==> config.mk <==
export PLATFORM = sky130hd
export DESIGN_NAME = l2_req_arbiter_flat
export DESIGN_NICKNAME = d
export VERILOG_FILES = /design/src/rtl/l2_req_arbiter_pkg.sv /design/src/rtl/l2_req_arbiter_if.sv /design/src/rtl/adder_32bit.sv /design/src/rtl/l2_req_arbiter_rr.sv /design/src/rtl/l2_req_arbiter.sv /design/src/flat_wrapper.sv
export SDC_FILE = /design/constraint.sdc
export NUM_CORES = 1
export LEC_CHECK = 0
export ABC_AREA = 1
export CAP_MARGIN = 25
export CORE_AREA = 2 2 368 370
export CTS_BUF_LIST = sky130_fd_sc_hd__clkbuf_16
export CTS_CLUSTER_SIZE = 24
export DETAILED_ROUTE_END_ITERATION = 8
export DIE_AREA = 0 0 370 372
export GPL_ROUTABILITY_DRIVEN = 0
export GPL_TIMING_DRIVEN = 0
export SLEW_MARGIN = 20
export SYNTH_ARGS = -nofsm -noshare
export SYNTH_HDL_FRONTEND = slang
export SYNTH_HIERARCHICAL = 1
export SYNTH_SLANG_ARGS = --single-unit
==> constraint.sdc <==
create_clock -name clk_i -period 1.4 [get_ports clk_i]
set_input_delay 0.28 -clock clk_i [delete_from_list [all_inputs] [get_ports clk_i]]
set_output_delay 0.28 -clock clk_i [all_outputs]
set_load 0.005 [all_outputs]
==> src/rtl/l2_req_arbiter_pkg.sv <==
// Shared cache-side definitions: request/response buses, arbiter states and requester ids.
// Pure declarations; no logic, no latency.
package cache_def;

  typedef struct packed {
    logic         valid;
    logic         rw;
    logic [31:0]  addr;
    logic [127:0] data;
  } mem_req_type;

  typedef struct packed {
    logic         ready;
    logic [127:0] data;
  } mem_data_type;

  typedef enum logic [1:0] {
    ARB_IDLE = 2'd0,
    ARB_BUSY = 2'd1,
    ARB_DONE = 2'd2
  } arb_state_type;

  localparam logic ARB_ID_ICACHE = 1'b0;
  localparam logic ARB_ID_DCACHE = 1'b1;

endpackage

==> src/rtl/l2_req_arbiter_if.sv <==
// Bundle of the two cache-side ports and the single L2-side port of the arbiter.
// slave = arbiter side, master = caches plus L2 controller side.
interface l2_req_arbiter_if;
  import cache_def::*;

  mem_req_type  icache_req_i;
  mem_req_type  dcache_req_i;
  mem_data_type icache_res_o;
  mem_data_type dcache_res_o;
  mem_req_type  l2_req_o;
  mem_data_type l2_res_i;

  modport slave (
    input  icache_req_i, dcache_req_i, l2_res_i,
    output icache_res_o, dcache_res_o, l2_req_o
  );

  modport master (
    output icache_req_i, dcache_req_i, l2_res_i,
    input  icache_res_o, dcache_res_o, l2_req_o
  );

endinterface

==> src/rtl/adder_32bit.sv <==
// 32-bit ripple adder with carry in/out, shared by the counter datapaths.
// Combinational; no backpressure.
module adder_32bit (
  input  logic [31:0] a,
  input  logic [31:0] b,
  input  logic        cin,
  output logic [31:0] sum,
  output logic        cout
);

  assign {cout, sum} = {1'b0, a} + {1'b0, b} + {32'd0, cin};

endmodule

==> src/rtl/l2_req_arbiter_rr.sv <==
// Two-way round-robin: holds the last-served id and picks the winner combinationally.
// Winner is same-cycle from req; pointer moves only when update is pulsed.
module l2_arb_rr
  import cache_def::*;
(
  input  logic       clk_i,
  input  logic       rst_ni,
  input  logic [1:0] req,
  input  logic       update,
  input  logic       owner,
  output logic       winner
);

  logic last_q;

  always_ff @(posedge clk_i or negedge rst_ni) begin
    if (!rst_ni) begin
      last_q <= ARB_ID_ICACHE;
    end else if (update) begin
      last_q <= owner;
    end
  end

  // A tie goes to whoever was not served last; otherwise the sole requester wins.
  always_comb begin
    winner = ARB_ID_ICACHE;
    if (req == 2'b11) begin
      winner = ~last_q;
    end else if (req[ARB_ID_DCACHE]) begin
      winner = ARB_ID_DCACHE;
    end
  end

endmodule

==> src/rtl/l2_req_arbiter.sv <==
// Merges I-/D-cache miss traffic onto one L2 port; one transaction at a time, L2 latency + 2 turnaround.
// Requesters are held off (inputs ignored) while busy; ARB_PERF_CNT_EN adds saturating grant counters.
module l2_req_arbiter
  import cache_def::*;
(
  input  logic            clk_i,
  input  logic            rst_ni,
  l2_req_arbiter_if.slave bus,
  output logic            busy_o,
  output logic            gnt_id_o,
  output logic [31:0]     icache_gnt_cnt_o,
  output logic [31:0]     dcache_gnt_cnt_o
);

  arb_state_type state_q, state_d;
  mem_req_type   req_q, req_d;
  logic          gnt_id_q, gnt_id_d;
  logic [1:0]    req_vld;
  logic          winner;
  logic          grant;
  logic          rr_update;

  assign req_vld = {bus.dcache_req_i.valid, bus.icache_req_i.valid};

  l2_arb_rr u_rr (
    .clk_i  (clk_i),
    .rst_ni (rst_ni),
    .req    (req_vld),
    .update (rr_update),
    .owner  (gnt_id_q),
    .winner (winner)
  );

  always_ff @(posedge clk_i or negedge rst_ni) begin
    if (!rst_ni) begin
      state_q  <= ARB_IDLE;
      req_q    <= '0;
      gnt_id_q <= ARB_ID_ICACHE;
    end else begin
      state_q  <= state_d;
      req_q    <= req_d;
      gnt_id_q <= gnt_id_d;
    end
  end

  always_comb begin
    state_d          = state_q;
    req_d            = req_q;
    gnt_id_d         = gnt_id_q;
    grant            = 1'b0;
    rr_update        = 1'b0;
    bus.icache_res_o = '0;
    bus.dcache_res_o = '0;
    bus.l2_req_o       = req_q;
    bus.l2_req_o.valid = req_q.valid & (state_q == ARB_BUSY);

    case (state_q)
      ARB_IDLE: begin
        if (|req_vld) begin
          grant    = 1'b1;
          gnt_id_d = winner;
          req_d    = (winner == ARB_ID_DCACHE) ? bus.dcache_req_i : bus.icache_req_i;
          state_d  = ARB_BUSY;
        end
      end
      ARB_BUSY: begin
        if (bus.l2_res_i.ready) begin
          if (gnt_id_q == ARB_ID_DCACHE) begin
            bus.dcache_res_o = '{ready: 1'b1, data: bus.l2_res_i.data};
          end else begin
            bus.icache_res_o = '{ready: 1'b1, data: bus.l2_res_i.data};
          end
          rr_update = 1'b1;
          state_d   = ARB_DONE;
        end
      end
      // One dead cycle so the owner can drop its stale valid and L2 can go idle.
      ARB_DONE: state_d = ARB_IDLE;
      default:  state_d = ARB_IDLE;
    endcase
  end

  assign busy_o   = (state_q != ARB_IDLE);
  assign gnt_id_o = gnt_id_q;

`ifdef ARB_PERF_CNT_EN
  logic [31:0] icnt_q, dcnt_q, icnt_inc, dcnt_inc;
  logic        icnt_co, dcnt_co;

  adder_32bit u_icnt_add (
    .a    (icnt_q),
    .b    (32'd0),
    .cin  (1'b1),
    .sum  (icnt_inc),
    .cout (icnt_co)
  );

  adder_32bit u_dcnt_add (
    .a    (dcnt_q),
    .b    (32'd0),
    .cin  (1'b1),
    .sum  (dcnt_inc),
    .cout (dcnt_co)
  );

  // Carry out of +1 means the counter is already all-ones: hold it there.
  always_ff @(posedge clk_i or negedge rst_ni) begin
    if (!rst_ni) begin
      icnt_q <= '0;
      dcnt_q <= '0;
    end else if (grant) begin
      if (gnt_id_d == ARB_ID_ICACHE && !icnt_co) begin
        icnt_q <= icnt_inc;
      end
      if (gnt_id_d == ARB_ID_DCACHE && !dcnt_co) begin
        dcnt_q <= dcnt_inc;
      end
    end
  end

  assign icache_gnt_cnt_o = icnt_q;
  assign dcache_gnt_cnt_o = dcnt_q;
`else
  assign icache_gnt_cnt_o = '0;
  assign dcache_gnt_cnt_o = '0;
`endif

endmodule

==> src/flat_wrapper.sv <==
// flat-port wrapper written by rule: the top's interface ports become plain ports
module l2_req_arbiter_flat import cache_def::*;
  (clk_i, rst_ni, busy_o, gnt_id_o, icache_gnt_cnt_o, dcache_gnt_cnt_o, bus_icache_req_i, bus_dcache_req_i, bus_l2_res_i, bus_icache_res_o, bus_dcache_res_o, bus_l2_req_o);
  l2_req_arbiter_if bus_i ();
  input  logic clk_i;
  input  logic rst_ni;
  output logic busy_o;
  output logic gnt_id_o;
  output logic [31:0] icache_gnt_cnt_o;
  output logic [31:0] dcache_gnt_cnt_o;
  input wire logic [$bits(bus_i.icache_req_i)-1:0] bus_icache_req_i;
  input wire logic [$bits(bus_i.dcache_req_i)-1:0] bus_dcache_req_i;
  input wire logic [$bits(bus_i.l2_res_i)-1:0] bus_l2_res_i;
  output wire logic [$bits(bus_i.icache_res_o)-1:0] bus_icache_res_o;
  output wire logic [$bits(bus_i.dcache_res_o)-1:0] bus_dcache_res_o;
  output wire logic [$bits(bus_i.l2_req_o)-1:0] bus_l2_req_o;
  assign bus_i.icache_req_i = bus_icache_req_i;
  assign bus_i.dcache_req_i = bus_dcache_req_i;
  assign bus_i.l2_res_i = bus_l2_res_i;
  assign bus_icache_res_o = bus_i.icache_res_o;
  assign bus_dcache_res_o = bus_i.dcache_res_o;
  assign bus_l2_req_o = bus_i.l2_req_o;
  l2_req_arbiter u_core (.clk_i(clk_i), .rst_ni(rst_ni), .bus(bus_i), .busy_o(busy_o), .gnt_id_o(gnt_id_o), .icache_gnt_cnt_o(icache_gnt_cnt_o), .dcache_gnt_cnt_o(dcache_gnt_cnt_o));
endmodule
==> results of run 1 <==
[cells in the final DEF (no fill, tap or decap), types with 53 or more instances in the layout]
cell                              instances
sky130_fd_sc_hd__nand2_1                604
sky130_fd_sc_hd__clkdlybuf4s50_1        453
sky130_fd_sc_hd__buf_6                  330
sky130_fd_sc_hd__nand2_2                216
sky130_fd_sc_hd__buf_2                  203
sky130_fd_sc_hd__buf_4                  164
sky130_fd_sc_hd__dfrtp_1                161
sky130_fd_sc_hd__nand2_4                156
sky130_fd_sc_hd__nor2_4                 144
sky130_fd_sc_hd__inv_1                  134
sky130_fd_sc_hd__nor2_2                  67
sky130_fd_sc_hd__conb_1                  64
sky130_fd_sc_hd__nor2_1                  53
[metal layers]
metal | global-route usage, % | vias to the layer above | wire length (um) | share of wire, %
met1 | 16.4 | 7543 | 42200 | 40
met5 | 0 | - | 83 | 0.080
li1 | - | 7361 | - | -
met2 | 23.7 | 801 | 51400 | 49
met4 | 3.41 | 14 | 3150 | 3.0
met3 | 3.81 | 187 | 7480 | 7.2
[state kept, by name (all words and copies together), names as in the netlist]
name / flops
u_core/state_q: 2
u_core/u_rr/last_q: 1
u_core/gnt_id_o: 1
u_core/req_q: 1
u_core/bus.l2_req_o: 161
[per-stage QoR]
stage	worst slack (ps)	setup TNS, ps	utilization, %	std cells
after floorplan	54.6	0	-	1942
after global placement	-8030	-1881100	17.0	4599
after detailed placement	-1690	-562170	17.0	4601
after CTS	-1020	-374580	18.8	4709
after global routing	-1060	-306670	21.7	4757
final	-973	-268990	21.7	4762
[worst max path at each step]
stage,startpoint,to,cells after the start
6_report,u_core/state_q[1],bus_dcache_res_o[114],8
5_1_grt,u_core/state_q[1],bus_dcache_res_o[105],8
4_1_cts,u_core/state_q[0],bus_icache_res_o[13],9
3_5_place_dp,bus_l2_res_i[128],bus_dcache_res_o[98],6
3_3_place_gp,rst_ni,u_core/bus.l2_req_o[76],1
2_1_floorplan,u_core/state_q[1],bus_dcache_res_o[118],5
[cell families (layout without fill, tap and decap cells)]
kind of cell	after synthesis	count (layout)	synth area share (%)
AND/OR/NAND/NOR	1247	1247	40.5
buffers and inverters	463	1494	23.6
flip-flops	166	166	35.8
AO/OA/AOI/OAI	2	2	0.119
other	1	72	0.0323
[power by group through the flow]
stage	Sequential, W	Combinational [W]	Clock [W]
3_5_place_dp	0.00841	0.0213	0
2_1_floorplan	0.00802	0.00920	0
6_report	0.00886	0.0284	0.00534
4_1_cts	0.00838	0.0242	0.00566
5_1_grt	0.00908	0.0304	0.00576
3_3_place_gp	0.00838	0.0212	0
[area by class of cell]
cell class                      instances  area [sq um]
Multi-Input combinational cell       1313          8000
Clock buffer                           17           425
Inverter                              140           553
Tap cell                             1781          2230
Clock inverter                         15           195
Timing Repair Buffer                 1063         10700
Sequential cell                       166          4160
Buffer                                259          2870
Antenna cell                            8          20.0
Fill cell                           14698        105000
[Yosys cell counts]
cell type | count | area share, %
sky130_fd_sc_hd__nor2_2 | 1 | 0.054
sky130_fd_sc_hd__clkbuf_1 | 11 | 0.36
sky130_fd_sc_hd__nand2_1 | 981 | 32
sky130_fd_sc_hd__o21ai_0 | 1 | 0.043
sky130_fd_sc_hd__buf_2 | 70 | 3.0
sky130_fd_sc_hd__dfrtp_1 | 166 | 36
sky130_fd_sc_hd__conb_1 | 1 | 0.032
sky130_fd_sc_hd__a21oi_2 | 1 | 0.076
sky130_fd_sc_hd__nor2_1 | 262 | 8.5
sky130_fd_sc_hd__buf_4 | 242 | 16
sky130_fd_sc_hd__nand3_1 | 2 | 0.086
sky130_fd_sc_hd__nor2_4 | 1 | 0.097
sky130_fd_sc_hd__inv_2 | 3 | 0.097
sky130_fd_sc_hd__inv_1 | 137 | 4.4
[worst max-delay path, cell delays in order (launching register included)]
cell and delay [ps]:
sky130_fd_sc_hd__dfrtp_1 440, sky130_fd_sc_hd__nor2_4 170, sky130_fd_sc_hd__buf_6 120, sky130_fd_sc_hd__nand3_4 70
sky130_fd_sc_hd__buf_12 160, sky130_fd_sc_hd__buf_16 180, sky130_fd_sc_hd__buf_12 160, sky130_fd_sc_hd__nor2_4 110
sky130_fd_sc_hd__buf_2 130
[repair_timing]
item                                   4_1_cts  5_1_grt
pin swaps                                   66      247
cloned                                      20       27
endpoints found under the hold margin      166        0
hold buffers                                 1        0
setup buffers                               55       93
setup endpoints to repair                  586      586
resized for setup                         1456     1617
==> flow_summary.yaml, run 1 <==
route:
  wirelength_um: 104000
  viasPerCell: 3.34
  drc_errors: 0
  first_drt_iteration_drcs: 731
  dr.pass1.iters: 5
  vias: 15906
  postRouteAntennaNets: 0
  wl_per_cell_um: 21.9
min_path:
  worst_hold_path_type: "in2async"
setup_path:
  critical_path.startpoint_type: "flip-flop"
  crit-reg2reg-launch: "u_core/u_rr/last_q"
  ff2ff_setup_slack_ps: -350
  timing.critical_path.arrival_ps: 2090
  critical_path_required_ps: 1120
  crit-reg2reg-capture: "u_core/bus.l2_req_o[16]"
  critical_path.endpoint_type: "output port"
  crit_type: "reg2out"
  largest_fanout_on_the_critical_path: 8
  worst-r2r-cell-count: 10
cells_and_area:
  syn2layout_area_growth_pct: 152
  design_area_sq_mm: 0.0292
  nets: 3415
  layout-drive-gt1-share_pct: 50.4
sta:
  fin_crit_sh_pct: 170
  max_slew.worst_pin.slew_ps: 515
  finalSetupViolCount: 502
  final.min_clock_period_ps: 2370
  finalHoldViolations: 0
  final_max_slew_viol_count: 0
  timing.slew.headroom_pct: 65.7
  final.hold.worst_slack_ps: 194
  maxClockFrequency_mhz: 421
  setup_ws_ps: -973
  finClkSkew_ps: 19.2
  rsz0062_at_grt: "yes"
clock_network:
  cts_htree_levels: 4
  cts-buffers-inserted: 17
  clock_sink_count: 166
  tritoncts_clock_tree: "done"
  ctsRootBufferMaster: "sky130_fd_sc_hd__clkbuf_16"
  cts-root-to-sink-buffers: 2
  path_clk_slew_ps: 80
  clock_insertion_delay_worst_skew_ps: 520
pwr:
  pwr-share-clk_pct: 12.5
  design_power_total_w: 0.0426
  static_leakage_nw: 14.7
  internal_power_w: 0.0251
  power.switching_w: 0.0175
  ratio_of_total_power_to_cell_area_mw_per_mm2: 1460
  pwr-share-comb_pct: 66.7
  worst_ir_drop_vdd_mv: 0.801
  share_seq_of_total_power_pct: 20.8
  power.switching_fraction_pct: 41.0
outcome:
  outcome: "finished with violations"
  violations: "negative setup slack"
die:
  die-width_um: 370
  die_height_um: 372
  floorplan.initialDensity_pct: 8.64
  fp_rows: 135
  fp.dieArea_sq_mm: 0.138
  core_area_sq_mm: 0.134
  design.portCount: 941
global_route:
  globalRouteOverflowTotal: 0
  grt.total_usage_pct: 13.6
  wire_length_of_the_first_global_routing_pass_um: 125000
  vias_in_the_first_global_route: 14660
  grt_start_max_net_pins: 79
  antenna_found_initial: 58
synth:
  synthesis.area_per_instance_sq_um: 6.17
  netlist_instances: 1879
  yosys_register_bits: 166
  synth-seq-area-share_pct: 35.8
  number_of_warnings_printed_during_yosys_synthesis: 6
  post_synth_instance_area_sq_mm: 0.0116
  synth.lib_cells_used.distinct: 14
place:
  post-dp-hpwl_um: 80400
  io_buffers: 876
  post_dp_cell_area_sq_mm: 0.0229
run:
  max_cap_viol_count: 0
No activity file was read; power rests on OpenSTA's default activity.
==> inputs of run 2 (changes only) <==
Settings changed: ABC_CLOCK_PERIOD_IN_PS set to 1400.
==> results of run 2 <==
No change in the layout: final DEF, timing and power equal those of run 1.
==> inputs of run 3 (changes only) <==
Settings changed: ABC_CLOCK_PERIOD_IN_PS 1400 to 1900, CELL_PAD_IN_SITES_DETAIL_PLACEMENT set to 0, CELL_PAD_IN_SITES_GLOBAL_PLACEMENT set to 1, CORE_AREA 2 2 368 370 to 2 2 366 368, DIE_AREA 0 0 370 372 to 0 0 368 370, PLACE_DENSITY_LB_ADDON set to 0.1, SKIP_CTS_REPAIR_TIMING set to 1.
Clock period 1.4 ns to 1.9 ns, I/O delays scaled along.
==> run 3 against run 2 <==
The run still ends with negative setup slack left. First-iteration DRC count down 35%. Global-route usage down 1.0 points. Routed wire length is 13% lower. Sequential power is 31% lower. Setup slack gained 420 ps. Clock power down 30%. Combinational power shrank 43%. Critical path depth increased by 1. Die area down 1.1%. Count of clock-buffer cells in the layout did not move. Power decreased by 39%. Critical endpoint is now bus_dcache_res_o[117]. Highest routed layer unchanged.
==> flow_summary.yaml, run 3 (synthesis gave the netlist of run 1 again) <==
outcome:
  outcome: "finished with violations"
  violations: "negative setup slack"
cells_and_area:
  layout.cells.most_common: "sky130_fd_sc_hd__nand2_1"
  fillerInstances: 15148
  layout.cells.most_common_list: "sky130_fd_sc_hd__nand2_1 (980), sky130_fd_sc_hd__clkdlybuf4s50_1 (616), sky130_fd_sc_hd__buf_4 (264)"
  largest_register_ffs: 161
  stdcell_count: 4669
  multi_input_area_sq_mm: 0.00554
  finish.utilization_pct: 18.6
  ff_latch_area_sq_mm: 0.00416
  syn2layout_area_growth_pct: 112
  nets: 3330
  layout-drive-gt1-share_pct: 23.1
setup_path:
  largest_fanout_on_the_critical_path: 5
  crit_type: "reg2out"
  critical_path_required_ps: 1520
  timing.critical_path.arrival_ps: 2080
  critical_path.endpoint_type: "output port"
  critical_path.startpoint_type: "flip-flop"
sta:
  maxClockFrequency_mhz: 407
  finalHoldViolations: 0
  final.min_clock_period_ps: 2460
  timing.slew.headroom_pct: 51.0
  final_max_slew_viol_count: 0
  final.hold.worst_slack_ps: 223
  finalSetupViolCount: 363
  fin_crit_sh_pct: 129
  setup_tns_ps: -132100
  rsz0062_at_grt: "yes"
  finClkSkew_ps: 20.6
  max_slew.worst_pin.slew_ps: 734
  setup_ws_ps: -556
clock_network:
  cts-buffers-inserted: 17
  clock_sink_count: 166
  tritoncts_clock_tree: "done"
  cts_htree_levels: 4
  clock_insertion_delay_worst_skew_ps: 500
  path_clk_slew_ps: 80
  ctsRootBufferMaster: "sky130_fd_sc_hd__clkbuf_16"
  cts-root-to-sink-buffers: 2
die:
  floorplan.initialDensity_pct: 8.76
  die_height_um: 370
  design.portCount: 941
  fp.dieArea_sq_mm: 0.136
  fp_rows: 134
  core_area_sq_mm: 0.132
  die-width_um: 368
route:
  dr.pass1.iters: 4
  wirelength_um: 90700
  first_drt_iteration_drcs: 475
  viasPerCell: 3.14
  drc_errors: 0
  vias: 14657
  postRouteAntennaNets: 0
  wl_per_cell_um: 19.4
pwr:
  worst_ir_drop_vdd_mv: 0.727
  ratio_of_total_power_to_cell_area_mw_per_mm2: 1060
  static_leakage_nw: 14.1
place:
  post-place-cells: 4589
  post-dp-hpwl_um: 77100
  io_buffers: 876
  minimum_setup_slack_after_placement_ps: -1360
global_route:
  wire_length_of_the_first_global_routing_pass_um: 119000
  globalRouteOverflowTotal: 0
  vias_in_the_first_global_route: 14950
  grt.total_usage_pct: 12.6
  antenna_found_initial: 32
  grt_start_max_net_pins: 67
min_path:
  worst_hold_path_type: "in2reg"
run:
  max_cap_viol_count: 0
## run 3: cell types whose count changed in the layout (fill, tap and decap cells not counted), sizes merged
cell / previous run / this run
buf: 799 / 477
bufinv: 2 / 1
clkbuf: 65 / 54
clkdlybuf4s15: 20 / 0
clkdlybuf4s50: 453 / 616
clkinv: 5 / 7
clkinvlp: 1 / 2
diode: 8 / 13
dlygate4sd2: 1 / 0
dlymetal6s2s: 0 / 106
inv: 147 / 145
## run 3: routing by layer
| metal | global-route usage (%) | wire, um | vias to the layer above | part of all wire, % |
|---|---|---|---|---|
| met5 | 0 | 67 | - | 0.074 |
| met4 | 4.18 | 2770 | 10 | 3.1 |
| met3 | 3.54 | 5440 | 96 | 6.0 |
| met2 | 25.1 | 50600 | 560 | 56 |
| met1 | 12.2 | 31800 | 6829 | 35 |
| li1 | - | - | 7162 | - |
## run 3: worst paths after layout
check / start / end / slack, ps / depth (start not counted)
worst max register to register: u_core/u_rr/last_q / u_core/bus.l2_req_o[72] / -290 / 8
worst min register to register: u_core/bus.l2_req_o[77] / u_core/bus.l2_req_o[77] / 480 / 2
worst max-delay path: u_core/state_q[0] / bus_dcache_res_o[117] / -560 / 9
min in group asynchronous: rst_ni / u_core/bus.l2_req_o[20] / 400 / 2
worst min-delay path: bus_l2_res_i[128] / u_core/state_q[0] / 220 / 2
max in group asynchronous: rst_ni / u_core/bus.l2_req_o[95] / 640 / 3
## run 3: cell type report
cell class                 instances  area share, %
clock buffer                      17           1.73
tap                             1768           8.99
clock inverter                    15          0.595
multi-input combinational       1313           22.5
buffer                           323           10.3
antenna                           13          0.132
inverter                         140           2.14
timing repair buffer             914           36.8
sequential                       166           16.9
## run 3: worst max-delay path: stages (launching register included)
cell and delay (ps):
sky130_fd_sc_hd__dfrtp_1 370, sky130_fd_sc_hd__inv_2 60, sky130_fd_sc_hd__nor2_4 220, sky130_fd_sc_hd__nand3_4 100
sky130_fd_sc_hd__buf_12 150, sky130_fd_sc_hd__clkbuf_16 150, sky130_fd_sc_hd__buf_8 130, sky130_fd_sc_hd__clkbuf_16 160
sky130_fd_sc_hd__nor2_1 70, sky130_fd_sc_hd__buf_2 130
## run 3: power by group
part	internal, W	total [W]	switching (W)
clock network	0.00183	0.00373	0.00190
registers	0.00520	0.00611	0.000913
logic	0.00861	0.0163	0.00766
total	0.0156	0.0261	0.0105
## run 3: through the flow
step | total power, W | cell area (sq um)
finish | 0.0261 | 24600
global route | 0.0284 | 24600
CTS | 0.0262 | 23500
detailed placement | 0.0222 | 22900
global placement | 0.0223 | 22800
floorplan | 0.0127 | 11800
